$ cat config.mk
export PLATFORM = sky130hd
export DESIGN_NAME = list_walker
export DESIGN_NICKNAME = d
export VERILOG_FILES = /design/src/rtl/list_walker.sv
export SDC_FILE = /design/constraint.sdc
export NUM_CORES = 1
export LEC_CHECK = 0
export ABC_AREA = 1
export CORE_ASPECT_RATIO = 0.9
export CORE_MARGIN = 5
export CORE_UTILIZATION = 48
export CTS_CLUSTER_DIAMETER = 30
export CTS_CLUSTER_SIZE = 10
export DETAILED_ROUTE_END_ITERATION = 6
export DONT_BUFFER_PORTS = 1
export MAX_ROUTING_LAYER = met4
export PLACE_DENSITY = 0.67
export SETUP_SLACK_MARGIN = 0.5
export SYNTH_ARGS = -nofsm -noshare
export SYNTH_HDL_FRONTEND = slang
export SYNTH_SLANG_ARGS = --single-unit
$ cat constraint.sdc
create_clock -name clk -period 1.6 [get_ports clk]
set_input_delay 0.16 -clock clk [delete_from_list [all_inputs] [get_ports clk]]
set_output_delay 0.16 -clock clk [all_outputs]
set_load 0.01 [all_outputs]
$ cat src/rtl/list_walker.sv
// Linked-list traversal engine: walks a runtime-writable next-pointer table from
// each accepted head and streams every node (index, tail flag, loop-guard error).
module list_walker #(
  parameter int N = 16,
  parameter bit NO_GAP = 1'b0,
  localparam int W = $clog2(N)
) (
  input  logic         clk,
  input  logic         rst,
  input  logic         wr_en,
  input  logic [W-1:0] wr_ptr,
  input  logic [W-1:0] wr_next,
  input  logic         start_vld,
  input  logic [W-1:0] start,
  output logic         start_rdy,
  output logic         out_vld,
  input  logic         out_rdy,
  output logic [W-1:0] out_ptr,
  output logic [W-1:0] out_idx,
  output logic         out_last,
  output logic         out_err,
  output logic         busy
);

  localparam logic [W-1:0] IDX_MAX = W'(N - 2);

  logic [W-1:0] next_q [N];
  logic         out_vld_q, out_vld_d;
  logic [W-1:0] out_ptr_q, out_ptr_d;
  logic [W-1:0] out_idx_q, out_idx_d;
  logic [W-1:0] nxt;
  logic         guard, term, adv, accept;

  // Table has no reset: contents survive rst and a same-cycle read sees the old value.
  always_ff @(posedge clk) begin
    if (wr_en) next_q[wr_ptr] <= wr_next;
  end

  always_comb begin
    nxt       = out_vld_q ? next_q[out_ptr_q] : '0;
    guard     = out_vld_q && (out_idx_q == IDX_MAX) && (nxt != '0);
    term      = out_vld_q && ((nxt == '0) || guard);
    adv       = !out_vld_q || out_rdy;
    start_rdy = NO_GAP ? (adv && (!out_vld_q || term)) : (adv && !out_vld_q);
    accept    = start_vld && start_rdy;

    out_vld_d = out_vld_q;
    out_ptr_d = out_ptr_q;
    out_idx_d = out_idx_q;
    if (adv) begin
      if (out_vld_q && !term) begin
        out_ptr_d = nxt;
        out_idx_d = out_idx_q + 1'b1;
        out_vld_d = 1'b1;
      end else if (accept) begin
        // A null head is consumed silently and produces no element.
        out_ptr_d = start;
        out_idx_d = '0;
        out_vld_d = (start != '0);
      end else begin
        out_vld_d = 1'b0;
      end
    end
  end

  always_ff @(posedge clk or posedge rst) begin
    if (rst) begin
      out_vld_q <= 1'b0;
      out_ptr_q <= '0;
      out_idx_q <= '0;
    end else begin
      out_vld_q <= out_vld_d;
      out_ptr_q <= out_ptr_d;
      out_idx_q <= out_idx_d;
    end
  end

  assign out_vld  = out_vld_q;
  assign out_ptr  = out_ptr_q;
  assign out_idx  = out_idx_q;
  assign out_last = term;
  assign out_err  = guard;
  assign busy     = out_vld_q;

endmodule

**Word level (Yosys, flattened, before mapping)**

Memories as Yosys holds them, arrays and structs flattened.
Index checks and enable logic that the tools add are counted.

- Reductions and logical operators: 15
- Eq/ne operators: 1
- Mux-type cells: 9
- $add $sub $neg: 1

Operator list:

| operator | number |
|---|---|
| $mux W4 | 5 |
| $reduce_bool A4 Y1 | 2 |
| $logic_and A1 B1 Y1 | 6 |
| $add A4 B1 Y4 const B | 1 |
| $eq A4 B4 Y1 const B | 1 |
| $logic_not A4 Y1 | 1 |
| $mux W1 | 4 |
| $logic_not A1 Y1 | 2 |
| $logic_or A1 B1 Y1 | 2 |
| $reduce_and A2 Y1 | 1 |
| $reduce_bool A2 Y1 | 1 |

- Bits of input ports: 17
- Output and inout port bits: 13
- Logic and storage cells: 30
- Memories kept: 1
- Memory bits (writable): 64
- Bits in registers: 9

Memory list:

| memory | depth | width | read ports | clocked after Yosys merged registers in | write ports | line | source |
|---|---|---|---|---|---|---|---|
| next_q | 16 | 4 | 1 | 0 | 1 | 27 | `logic [W-1:0] next_q [N];` |

**Logic depth before layout (Yosys ltp)**

An unclocked memory read counts as a cell.

- Depth after elaboration: 10
- Gate-level depth with buffers: 16
- Depth with buffers taken out: 14

**Worst setup path before layout**

OpenSTA, ideal clock, no wires.

- Path kind: register to register
- From: register out_ptr_q[0] (netlist: out_ptr[0])
- To: register out_ptr_q[0] (netlist: out_ptr[0])
- Stages on the path, launching flop included: 15
- Arrival: 1.589 ns
- Period minus slack after synthesis: 1.706 ns
- Required time: 1.483 ns
- Setup slack: -0.106 ns
- Buffers on the path: 2
- Setup time: 0.117 ns
- Cell sequence: dfrtp_1 > buf_6 > inv_4 > buf_6 > nand2_1 > nand3_1 > nand3_1 > nand3_1 > nand2_1 > nor2_4 > nand2_4 > nand3_4 > nand2_4 > nand2_1 > nand2_1

- Longest elaborated chain between the ends: 10
- Elaborated cells between the ends (all ways): 12
- Those cells by class: mux: 2; reduce/logical: 9; memory: 1

RTL lines:

| item | line | source |
|---|---|---|
| start, declared | 29 | `logic [W-1:0] out_ptr_q, out_ptr_d;` |
| start signal, assigned | 73 | `out_ptr_q <= out_ptr_d;` |
| $mem_v2 Z16 W4 (*) | -- |  |
| $mux W4 (*) | 40 | `nxt = out_vld_q ? next_q[out_ptr_q] : '0;` |
| $reduce_bool A4 Y1 | 41 | `guard = out_vld_q && (out_idx_q == IDX_MAX) && (nxt != '0);` |
| $logic_and A1 B1 Y1 | 41 |  |
| $logic_or A1 B1 Y1 | 42 | `term = out_vld_q && ((nxt == '0) \|\| guard);` |
| $logic_and A1 B1 Y1 | 42 |  |
| $logic_not A1 Y1 | 51 | `if (out_vld_q && !term) begin` |
| $logic_and A1 B1 Y1 | 51 |  |
| $reduce_bool A2 Y1 (no source line) | -- |  |
| $reduce_and A2 Y1 (no source line) | -- |  |

Mark *: on every way between the ends. The rest lies on a longest branch, timed or not.
A chain may end at the register's enable or synchronous reset.

**Final worst setup path**

- From: register out_ptr_q[0] (netlist: out_ptr[0])
- To: output port out_err

- Longest elaborated chain between the ends: 4

RTL lines:

| item | line | source |
|---|---|---|
| $mem_v2 Z16 W4 | -- |  |
| $mux W4 | 40 |  |
| $reduce_bool A4 Y1 | 41 |  |
| $logic_and A1 B1 Y1 | 41 |  |
| end, declared | 21 | `output logic out_err,` |

No other way between the ends.

==> results.md <==
* Achievable Freq at 0.454 GHz
* Synthesized area at 0.00342 mm^2
* CTS Buf Count at 9
* Cell taking the most area after synthesis: edfxtp_1
* Fin area at 0.00439 mm^2
* Worst skew pair latency at 350 ps
* Drt total wl at ~8100 um
* Min-Delay Path Class: primary input to flop
* Most common cell after layout, fill and taps aside: nand2_1
* H-tree depth at 3
* I/O Buffers at 0
* Fin crit share at 1.38
* Placed insts at between 400 and 500
* Overall power at 0.00791 W
* Routed WL per cell at 16.1 um
* Layout cell share with drive strength beyond 1 at 0.272
* Starting Density at 0.489
* Setup violations, final at 11
* Num Clock Sinks at 73
* Antenna-violating nets left at 0
* Fin Clk Skew at between 10 and 15 ps
* Vias per cell at 4.99
* # nets final at 422
* Placed Area at 0.00365 mm^2
* CTS Buffer Depth at 2
* Worst Path Arrival at slightly above 2000 ps
* Fin. Hold Viols at 0
* Hpwl dp at 4820 um
* GR Overflow Total at 0
* Seq. cell area at 0.00215 mm^2
* Non-Filler Instances at ~500
* Vert. Die Dim at 90.1 um
* Final min period at 2200 ps
* CTS tree: done
* Ys Warns at 0
* Synth area leaders: edfxtp_1, nand2_1, nand3_1
* DRC errors left at 0
* Area taken by multi-input logic gates at roughly 0.0012 mm^2
* CP required at 1440 ps
* Area growth syn-to-layout at 28.1%
* R2R Path Start: out_ptr[0]
* Worst-path clk slew at around 80 ps
* RSZ-0062 raised after global routing: yes
* Area share of the largest cell type after synthesis at 0.561
* Setup crit start: out_ptr[0]
* First-pass GRT wire length at 12600 um
* Max_slew headroom at 0.553
* Syn avg cell area at 9.78 um^2
* Synthesized Nets at 369
* Worst Tran Pin Value at 668 ps
* Cell area power density at 1800 mW/mm^2
* # rows at 29
* Routed via count at 2502
* Initial antenna violation count at 0
* Met3 Use GR at 0.0580
* Number of inserted diodes at 0
* Startpoint of the worst hold path: out_rdy
* DR iter-0 viols at 188
* CP Launch Type: flop
* Core Region at 0.00700 mm^2
* Crit Path Class: flop to output port
* Die Area at between 0.008 and 0.009 mm^2
* DRT Pass-1 Iters at 4
* Highest-count cells in the layout ignoring fill and taps: nand2_1, edfxtp_1, inv_1, nand3_1, nor2_1
* Post-synthesis cell type count at 24
* Layout fillers at 540
* Pleak at 1.89 nW
* CTS root buffer: clkbuf_8
* Pin count of the biggest net entering global routing at 20
* Vias in the first global route at 2381
* CP Capture Type: output port
* GR Util met2 at 0.272
* Die W at between 90 and 100 um
* GR Util All Layers at 0.189
* Status: finished, violations left
* Yosys reg bits at between 70 and 80
* Critical-path maximum fanout at 16
* Pins Over Slew Limit at 0
* Share of the yosys chip area belonging to registers at 0.627
* Worst Slack Setup Final at -603 ps
* VDD IR-drop max at 0.826 mV
* RePlAce Congestion at about 0.87
* Gate Count Post-Synth at 350
* Top Usage Layer GRT: met2
* Failing checks: setup timing
* MaxCap Viol Count at 0
* M1 GR Usage at 0.256
* I/O pin count at 30
metal layers:
layer	part of all wire	vias up	wire, um
met1	0.44	1164	3530
met2	0.48	76	3850
met4	0.0078	0	63
li1	-	1255	-
met3	0.076	7	613
met5	0	-	0
worst max-delay path, cell delays in order, from the launching register on:
cell     delay, ps
dfrtp_2        470
buf_6          150
buf_16         150
nand2_1         70
nand3_1         90
nand3_2         90
nand3_2        100
nand2_2        100
nor2_4          50
buf_4          130
a21oi_2        150
buf_4          140
final cells by class:
cell class / count / area share
Multi-Input combinational cell: 223 / 0.274
Tap cell: 93 / 0.0265
Sequential cell: 73 / 0.490
Inverter: 43 / 0.0379
Timing Repair Buffer: 53 / 0.132
Clock buffer: 10 / 0.0291
Clock inverter: 6 / 0.00999
kinds of logic (layout without fill, tap and decap cells):
kind of cell    Yosys count  in the layout  synth area share
xor+xnor                  2              2           0.00512
simple gates            208            209             0.266
flops                    73             73             0.627
fa+ha+maj                 2              2           0.00731
compound gates           10             10            0.0168
buf+inv                  55            112            0.0771
registers in the layout (all words and copies together) (netlist names):
name     count
next_q      64
out_idx      4
out_ptr      4
busy         1
report_power, final:
group	internal [W]	total, W	switching (W)
clock	0.000565	0.00128	0.000716
sequential	0.00222	0.00236	0.000133
combinational	0.00197	0.00427	0.00230
total	0.00476	0.00791	0.00315
path summary, 6_finish.rpt:
kind | slack, ps | end | cells past startpoint
max reg2reg | -530 | out_ptr[0] | 16
min in group asynchronous | 210 | out_idx[0] | 2
min | 40 | out_idx[3] | 3
min reg2reg | 650 | out_idx[3] | 2
max in group asynchronous | 1110 | out_ptr[3] | 2
max | -600 | out_err | 11
Yosys cell counts (all sizes together):
cell type and number:
o21ai 3, nand3b 2, xor2 2, nand3 55
edfxtp 64, o2111ai 1, nor2 28, nor4 1
ha 2, nand2 121, a21oi 5, buf 11
inv 43, o221ai 1, nand4 1, clkbuf 1
dfrtp 9
stage by stage:
stage	setup WS, ps	util	hold slack, ps	TNS (ps)
6_report	-603	0.626	42.3	-5710
5_1_grt	-705	0.626	26.2	-7000
4_1_cts	-552	0.580	6.92	-4140
3_5_place_dp	-260	0.522	40.5	-2520
3_3_place_gp	-209	0.522	33.2	-1930
2_1_floorplan	-100	-	-12.1	-876
timing repair:
item,4_1_cts,5_1_grt
cloned,3,1
buffers inserted,5,13
pin swaps,8,25
hold buffers,6,4
gates resized for setup,22,42
endpoints found under the hold margin,75,1
setup endpoints to repair,18,20
Note: power is estimated with default switching activity, not from simulation.
